File: config.mk
export PLATFORM = sky130hd
export DESIGN_NAME = ws2812b_rx
export DESIGN_NICKNAME = d
export VERILOG_FILES = /design/src/rtl/ws2812b_pkg.sv /design/src/rtl/ws2812b_rx_sync.sv /design/src/rtl/ws2812b_rx.sv
export SDC_FILE = /design/constraint.sdc
export NUM_CORES = 1
export LEC_CHECK = 0
export BUFFER_PORTS_ARGS = -buffer_cell sky130_fd_sc_hd__buf_2
export CORE_ASPECT_RATIO = 2
export CORE_MARGIN = 1.5
export CORE_UTILIZATION = 30
export DETAILED_ROUTE_END_ITERATION = 16
export SLEW_MARGIN = 20
export SYNTH_ARGS = -nofsm -noshare
export SYNTH_HDL_FRONTEND = slang
export SYNTH_SLANG_ARGS = --single-unit
export TNS_END_PERCENT = 30
File: constraint.sdc
create_clock -name clk -period 2 [get_ports clk]
set_clock_uncertainty 0.05 [all_clocks]
set_input_delay 0.3 -clock clk [delete_from_list [all_inputs] [get_ports clk]]
set_output_delay 0.3 -clock clk [all_outputs]
set_load 0.01 [all_outputs]
File: src/rtl/ws2812b_pkg.sv
// Shared WS2812B timing defaults and line-state encoding, used by both the
// receiver and the transmitter.
package ws2812b_pkg;

    localparam int T1_MIN_DEFAULT       = 38;
    localparam int HIGH_MAX_DEFAULT     = 96;
    localparam int RESET_CYCLES_DEFAULT = 3200;

    localparam int CNT_W   = 12;
    localparam int PIXEL_W = 24;

    typedef enum logic [1:0] {
        ST_IDLE     = 2'd0,
        ST_HIGH     = 2'd1,
        ST_LOW      = 2'd2,
        ST_WAIT_GAP = 2'd3
    } ws_state_e;

    // Pulse-width counters stick at full scale instead of wrapping.
    function automatic logic [CNT_W-1:0] satInc(input logic [CNT_W-1:0] v);
        return (v == {CNT_W{1'b1}}) ? v : v + 1'b1;
    endfunction

endpackage

File: src/rtl/ws2812b_rx_sync.sv
// Two-flop synchronizer for the asynchronous serial line, plus a registered
// previous-level flop so rise/fall are single-cycle strobes.
module ws2812b_rx_sync
    import ws2812b_pkg::*;
(
    input  logic clk,
    input  logic rst_n,
    input  logic din,
    output logic level,
    output logic rise,
    output logic fall
);

    logic meta_q;
    logic sync_q;
    logic prev_q;

    always_ff @(posedge clk or negedge rst_n) begin
        if (!rst_n) begin
            meta_q <= 1'b0;
            sync_q <= 1'b0;
            prev_q <= 1'b0;
        end else begin
            meta_q <= din;
            sync_q <= meta_q;
            prev_q <= sync_q;
        end
    end

    assign level = sync_q;
    assign rise  = sync_q & ~prev_q;
    assign fall  = ~sync_q & prev_q;

endmodule

File: src/rtl/ws2812b_rx.sv
// WS2812B receiver: measures high-pulse widths to decode bits, assembles
// 24-bit GRB words into a one-deep holding register and flags protocol errors.
module ws2812b_rx
    import ws2812b_pkg::*;
#(
    parameter int T1_MIN       = T1_MIN_DEFAULT,
    parameter int HIGH_MAX     = HIGH_MAX_DEFAULT,
    parameter int RESET_CYCLES = RESET_CYCLES_DEFAULT
) (
    input  logic        clk,
    input  logic        rst_n,
    input  logic        din,
    output logic [23:0] pixel,
    output logic        valid,
    input  logic        ready,
    output logic        latch,
    output logic [7:0]  pixel_count,
    output logic        overrun,
    output logic        frame_err,
    input  logic        err_clr
);

    localparam logic [CNT_W-1:0] T1MinC     = CNT_W'(T1_MIN);
    localparam logic [CNT_W-1:0] HighMaxC   = CNT_W'(HIGH_MAX);
    localparam logic [CNT_W-1:0] ResetLastC = CNT_W'(RESET_CYCLES - 1);

    logic level;
    logic rise;
    logic fall;

    ws_state_e         state_q;
    logic [CNT_W-1:0]  high_cnt_q;
    logic [CNT_W-1:0]  low_cnt_q;
    logic [22:0]       shift_q;
    logic [4:0]        bit_cnt_q;
    logic [23:0]       pixel_q;
    logic              valid_q;
    logic              latch_q;
    logic [7:0]        pixel_count_q;
    logic              overrun_q;
    logic              frame_err_q;

    logic [23:0]       shift_d;
    logic              word_done;
    logic              latch_d;
    logic              high_err;
    logic              partial_latch;
    logic              overrun_set;

    ws2812b_rx_sync u_sync (
        .clk   (clk),
        .rst_n (rst_n),
        .din   (din),
        .level (level),
        .rise  (rise),
        .fall  (fall)
    );

    // Events for this cycle; a bit is 1 when the measured high time reached T1_MIN.
    always_comb begin
        shift_d       = {shift_q, (high_cnt_q >= T1MinC)};
        word_done     = (state_q == ST_HIGH) && fall && (bit_cnt_q == 5'd23);
        latch_d       = (state_q == ST_LOW) && !rise && (low_cnt_q >= ResetLastC);
        high_err      = (state_q == ST_HIGH) && !fall && (high_cnt_q > HighMaxC);
        partial_latch = latch_d && (bit_cnt_q != 5'd0);
        overrun_set   = word_done && valid_q && !ready;
    end

    always_ff @(posedge clk or negedge rst_n) begin
        if (!rst_n) begin
            state_q       <= ST_IDLE;
            high_cnt_q    <= '0;
            low_cnt_q     <= '0;
            shift_q       <= '0;
            bit_cnt_q     <= '0;
            pixel_q       <= '0;
            valid_q       <= 1'b0;
            latch_q       <= 1'b0;
            pixel_count_q <= '0;
            overrun_q     <= 1'b0;
            frame_err_q   <= 1'b0;
        end else begin
            latch_q <= latch_d;
            case (state_q)
                ST_IDLE: begin
                    if (rise) begin
                        high_cnt_q <= '0;
                        state_q    <= ST_HIGH;
                    end
                end
                ST_HIGH: begin
                    if (fall) begin
                        shift_q    <= shift_d[22:0];
                        bit_cnt_q  <= (bit_cnt_q == 5'd23) ? 5'd0 : bit_cnt_q + 5'd1;
                        low_cnt_q  <= '0;
                        state_q    <= ST_LOW;
                    end else if (high_err) begin
                        bit_cnt_q  <= '0;
                        low_cnt_q  <= '0;
                        state_q    <= ST_WAIT_GAP;
                    end else begin
                        high_cnt_q <= satInc(high_cnt_q);
                    end
                end
                ST_LOW: begin
                    if (rise) begin
                        high_cnt_q <= '0;
                        state_q    <= ST_HIGH;
                    end else if (latch_d) begin
                        bit_cnt_q  <= '0;
                        state_q    <= ST_IDLE;
                    end else begin
                        low_cnt_q  <= satInc(low_cnt_q);
                    end
                end
                ST_WAIT_GAP: begin
                    // Any high level restarts the gap measurement.
                    if (level) begin
                        low_cnt_q <= '0;
                    end else if (low_cnt_q >= ResetLastC) begin
                        state_q   <= ST_IDLE;
                    end else begin
                        low_cnt_q <= satInc(low_cnt_q);
                    end
                end
                default: state_q <= ST_IDLE;
            endcase

            if (word_done) begin
                if (!valid_q || ready) begin
                    pixel_q <= shift_d;
                    valid_q <= 1'b1;
                end
            end else if (valid_q && ready) begin
                valid_q <= 1'b0;
            end

            if (latch_d) begin
                pixel_count_q <= '0;
            end else if (word_done && (pixel_count_q != 8'hFF)) begin
                pixel_count_q <= pixel_count_q + 8'd1;
            end

            overrun_q   <= overrun_set | (overrun_q & ~err_clr);
            frame_err_q <= high_err | partial_latch | (frame_err_q & ~err_clr);
        end
    end

    assign pixel       = pixel_q;
    assign valid       = valid_q;
    assign latch       = latch_q;
    assign pixel_count = pixel_count_q;
    assign overrun     = overrun_q;
    assign frame_err   = frame_err_q;

endmodule

==> impl_metrics.ini <==
[hold_path]
min_delay_path_depth = 2
worst_hold_path_type = primary input to flip-flop
min_from = err_clr

[worst_setup_path]
crit_path_end_kind = flip-flop
crit_fanout = 6
worst-setup-path-type = flip-flop to flip-flop
worst_ep_required_time_ns = 2.18
crit_path_start_kind = flip-flop
critPathArrivalTime_ns = 2.15
rr_startpoint = high_cnt_q[4]
timing.reg2reg.worst_path_depth = 5
timing_startpoint_of_the_critical_path = high_cnt_q[4]

[sta]
report.final.hold_viol_count = 0
setup-violations-final = 0
clock.fmax_ghz = 0.5080
setup_ws_ns = 0.03139
setup_total_negative_slack_ns = 0
finalCriticalPeriod_ns = 1.969
max-slew-margin-rel_pct = 74.51
tightest_slew_ns = 0.3727
fin_hold_ws_ns = 0.1355
timing.final.crit_share_pct = 98.43
rsz0062_at_grt = true
drv_slew = 0

[placed_design]
io_buffer_count = 40
finalWeightedCongestion = 0.8492
area_of_placed_instances_mm2 = 0.004674
dpl_worst_slack_ns = -0.05866
detailed_place_hpwl_um = 5914
place_inst = 546

[clocking]
clockBufferDepth = 2
cts-htree-levels = 3
cts_made_buffers = 9
cts_post_setup_buffers_inserted = 0
tritoncts = built
cts.sinks = 93
path_clk_slew_ns = 0.06
worstSkewPairLatency_ns = 0.35
clock-root-buffer = sky130_fd_sc_hd__clkbuf_16

[finish]
most_common_cell_after_layout_fill_and_taps_aside = sky130_fd_sc_hd__dfrtp_1
n_antenna_cell = 0
final_cell_count_no_fill = 565
post_route_cells_drive_above_1_share_pct = 36.34
finalInstanceArea_mm2 = 0.005034
nNetsFinal = 416
syn2layout_area_growth_pct = 21.84
fillerInstances = 1303
leading_cell_types_in_the_layout_fill_and_taps_excluded = sky130_fd_sc_hd__dfrtp_1, sky130_fd_sc_hd__mux2_2, sky130_fd_sc_hd__buf_2

[routing]
drt_pre_antenna_iters = 4
wl_per_cell_um = 14.54
vias_per_cell = 5.000
vias = 2825
detail_route.iter0.violations = 107
drcViolationCount = 0
routed_wl_um = 8215
drt.antenna.violating_nets = 0

[die]
num_rows = 60
die_height_um = 169.0
fp.dieArea_mm2 = 0.01453
initial_core_util_pct = 30.74
core_mm2 = 0.01344
die_w_um = 85.98
boundaryPins = 41

[grt]
grt_usage_pct = 12.00
antenna_found_initial = 0
maximum_number_of_pins_on_one_net_before_global_route_repair = 46
grt_pass1_wl_um = 13670
first_global_vias = 2974
grt.overflow.total = 0

[power_and_ir_drop]
share_seq_of_total_power_pct = 45.4
pwr-share-comb_pct = 19.8
cell_pwr_density_mw_per_mm2 = 943.8
internal_power_uw = 3351
pwr-share-clk_pct = 34.8
leakage_uw = 0.002484
peakVddDrop_mv = 0.5672
switchingPower_uw = 1399
power_switching_share_pct = 29.46

[yosys]
synth-seq-area-share_pct = 56.33
synthDistinctLibCells = 56
summed_instance_area_of_the_synthesized_netlist_mm2 = 0.004131
synth_enable_flop_cells = 0
postSynthCellCount = 341
ys_seq_elements = 93
synthesis.nets = 352
dominantRegCellSynth = sky130_fd_sc_hd__dfrtp_1
synthArstFlopShare_pct = 100.0
yosysWarnings = 0
syn_avg_cell_area_um2 = 12.12

[job]
max_cap_violations = 0

[run_status]
status = completed
-- Yosys cell counts, types with 4 or more instances --
cell type	n	share of area [%]
sky130_fd_sc_hd__nor2_1	29	2.6
sky130_fd_sc_hd__nand2b_1	6	0.91
sky130_fd_sc_hd__nand2_1	19	1.7
sky130_fd_sc_hd__xor2_1	8	1.7
sky130_fd_sc_hd__buf_2	6	0.73
sky130_fd_sc_hd__dfrtp_1	93	56
sky130_fd_sc_hd__mux2_2	45	12
sky130_fd_sc_hd__xnor2_1	6	1.3
sky130_fd_sc_hd__nand3_1	8	0.97
sky130_fd_sc_hd__inv_1	10	0.91
sky130_fd_sc_hd__o21ai_0	14	1.7
sky130_fd_sc_hd__ha_1	6	1.8
sky130_fd_sc_hd__nor3_1	4	0.48
sky130_fd_sc_hd__a31oi_1	4	0.61
sky130_fd_sc_hd__and3_1	4	0.61
sky130_fd_sc_hd__a21oi_1	7	0.85
sky130_fd_sc_hd__nand4_1	9	1.4
sky130_fd_sc_hd__nor2b_1	7	1.1
-- state kept, by name, summed over array words and instances (netlist names) --
signal,count
pixel_count,8
latch,1
pixel,24
valid,1
frame_err,1
u_sync.level,1
overrun,1
low_cnt_q,12
bit_cnt_q,5
u_sync.prev_q,1
u_sync.meta_q,1
shift_q,23
high_cnt_q,12
state_q,2
-- routing by layer --
layer	wire (um)	GRT usage (%)	vias to the layer above
li1	-	-	1350
met1	3133	11.91	1421
met2	4608	22.42	41
met3	237	2.779	13
met4	235	6.452	0
met5	0	0	-
-- power groups by stage --
stage / sequential (uW) / clock [uW] / combinational [uW]
floorplan: 2180 / 0 / 588
global placement: 2180 / 0 / 864
detailed placement: 2190 / 0 / 887
CTS: 2160 / 1700 / 931
global route: 2180 / 1780 / 1050
finish: 2160 / 1650 / 943
-- kinds of logic after synthesis --
group / share of synthesized area (%)
flops: 56.33
fa+ha+maj: 1.817
mux: 12.75
xor+xnor: 2.968
buf+inv: 2.544
compound gates: 9.328
simple gates: 14.26
-- layout make-up --
type                       instances  area, um2  area share (%)
sequential                        93       2327           46.23
multi-input combinational        227       1769           35.15
timing repair buffer              64      412.9           8.203
clock buffer                      10      239.0           4.748
tap                              155      193.9           3.853
clock inverter                     6      53.80           1.069
inverter                          10      37.54          0.7457
-- stage by stage --
step | total power (uW) | util, %
after global routing | 5014 | 37.46
after floorplan | 2771 | -
after detailed placement | 3080 | 34.79
final | 4751 | 37.46
after CTS | 4793 | 37.34
after global placement | 3048 | 34.79
-- worst max-delay path, cell delays in order (launching register included) --
cell and delay (ns):
sky130_fd_sc_hd__dfrtp_1 0.39, sky130_fd_sc_hd__or4_4 0.56, sky130_fd_sc_hd__o211ai_4 0.27, sky130_fd_sc_hd__and3_2 0.28
sky130_fd_sc_hd__a31oi_1 0.09, sky130_fd_sc_hd__a41o_2 0.23
-- final timing paths --
| check | end | slack [ns] |
|---|---|---|
| worst min-delay path | overrun | 0.14 |
| worst min register to register | u_sync.level | 0.30 |
| worst max register to register | high_cnt_q[4] | 0.03 |
| max in group asynchronous | state_q[0] | 0.91 |
| worst max-delay path | high_cnt_q[4] | 0.03 |
| min in group asynchronous | shift_q[7] | 0.37 |
-- timing repair --
action                                 4_1_cts  5_1_grt
setup endpoints to repair                    8       14
pin swaps                                    0        2
hold buffers                                 2        0
resized for setup                            5        3
gates cloned                                 0        1
endpoints found under the hold margin       30        0
Note: power is estimated with default switching activity, not from simulation.
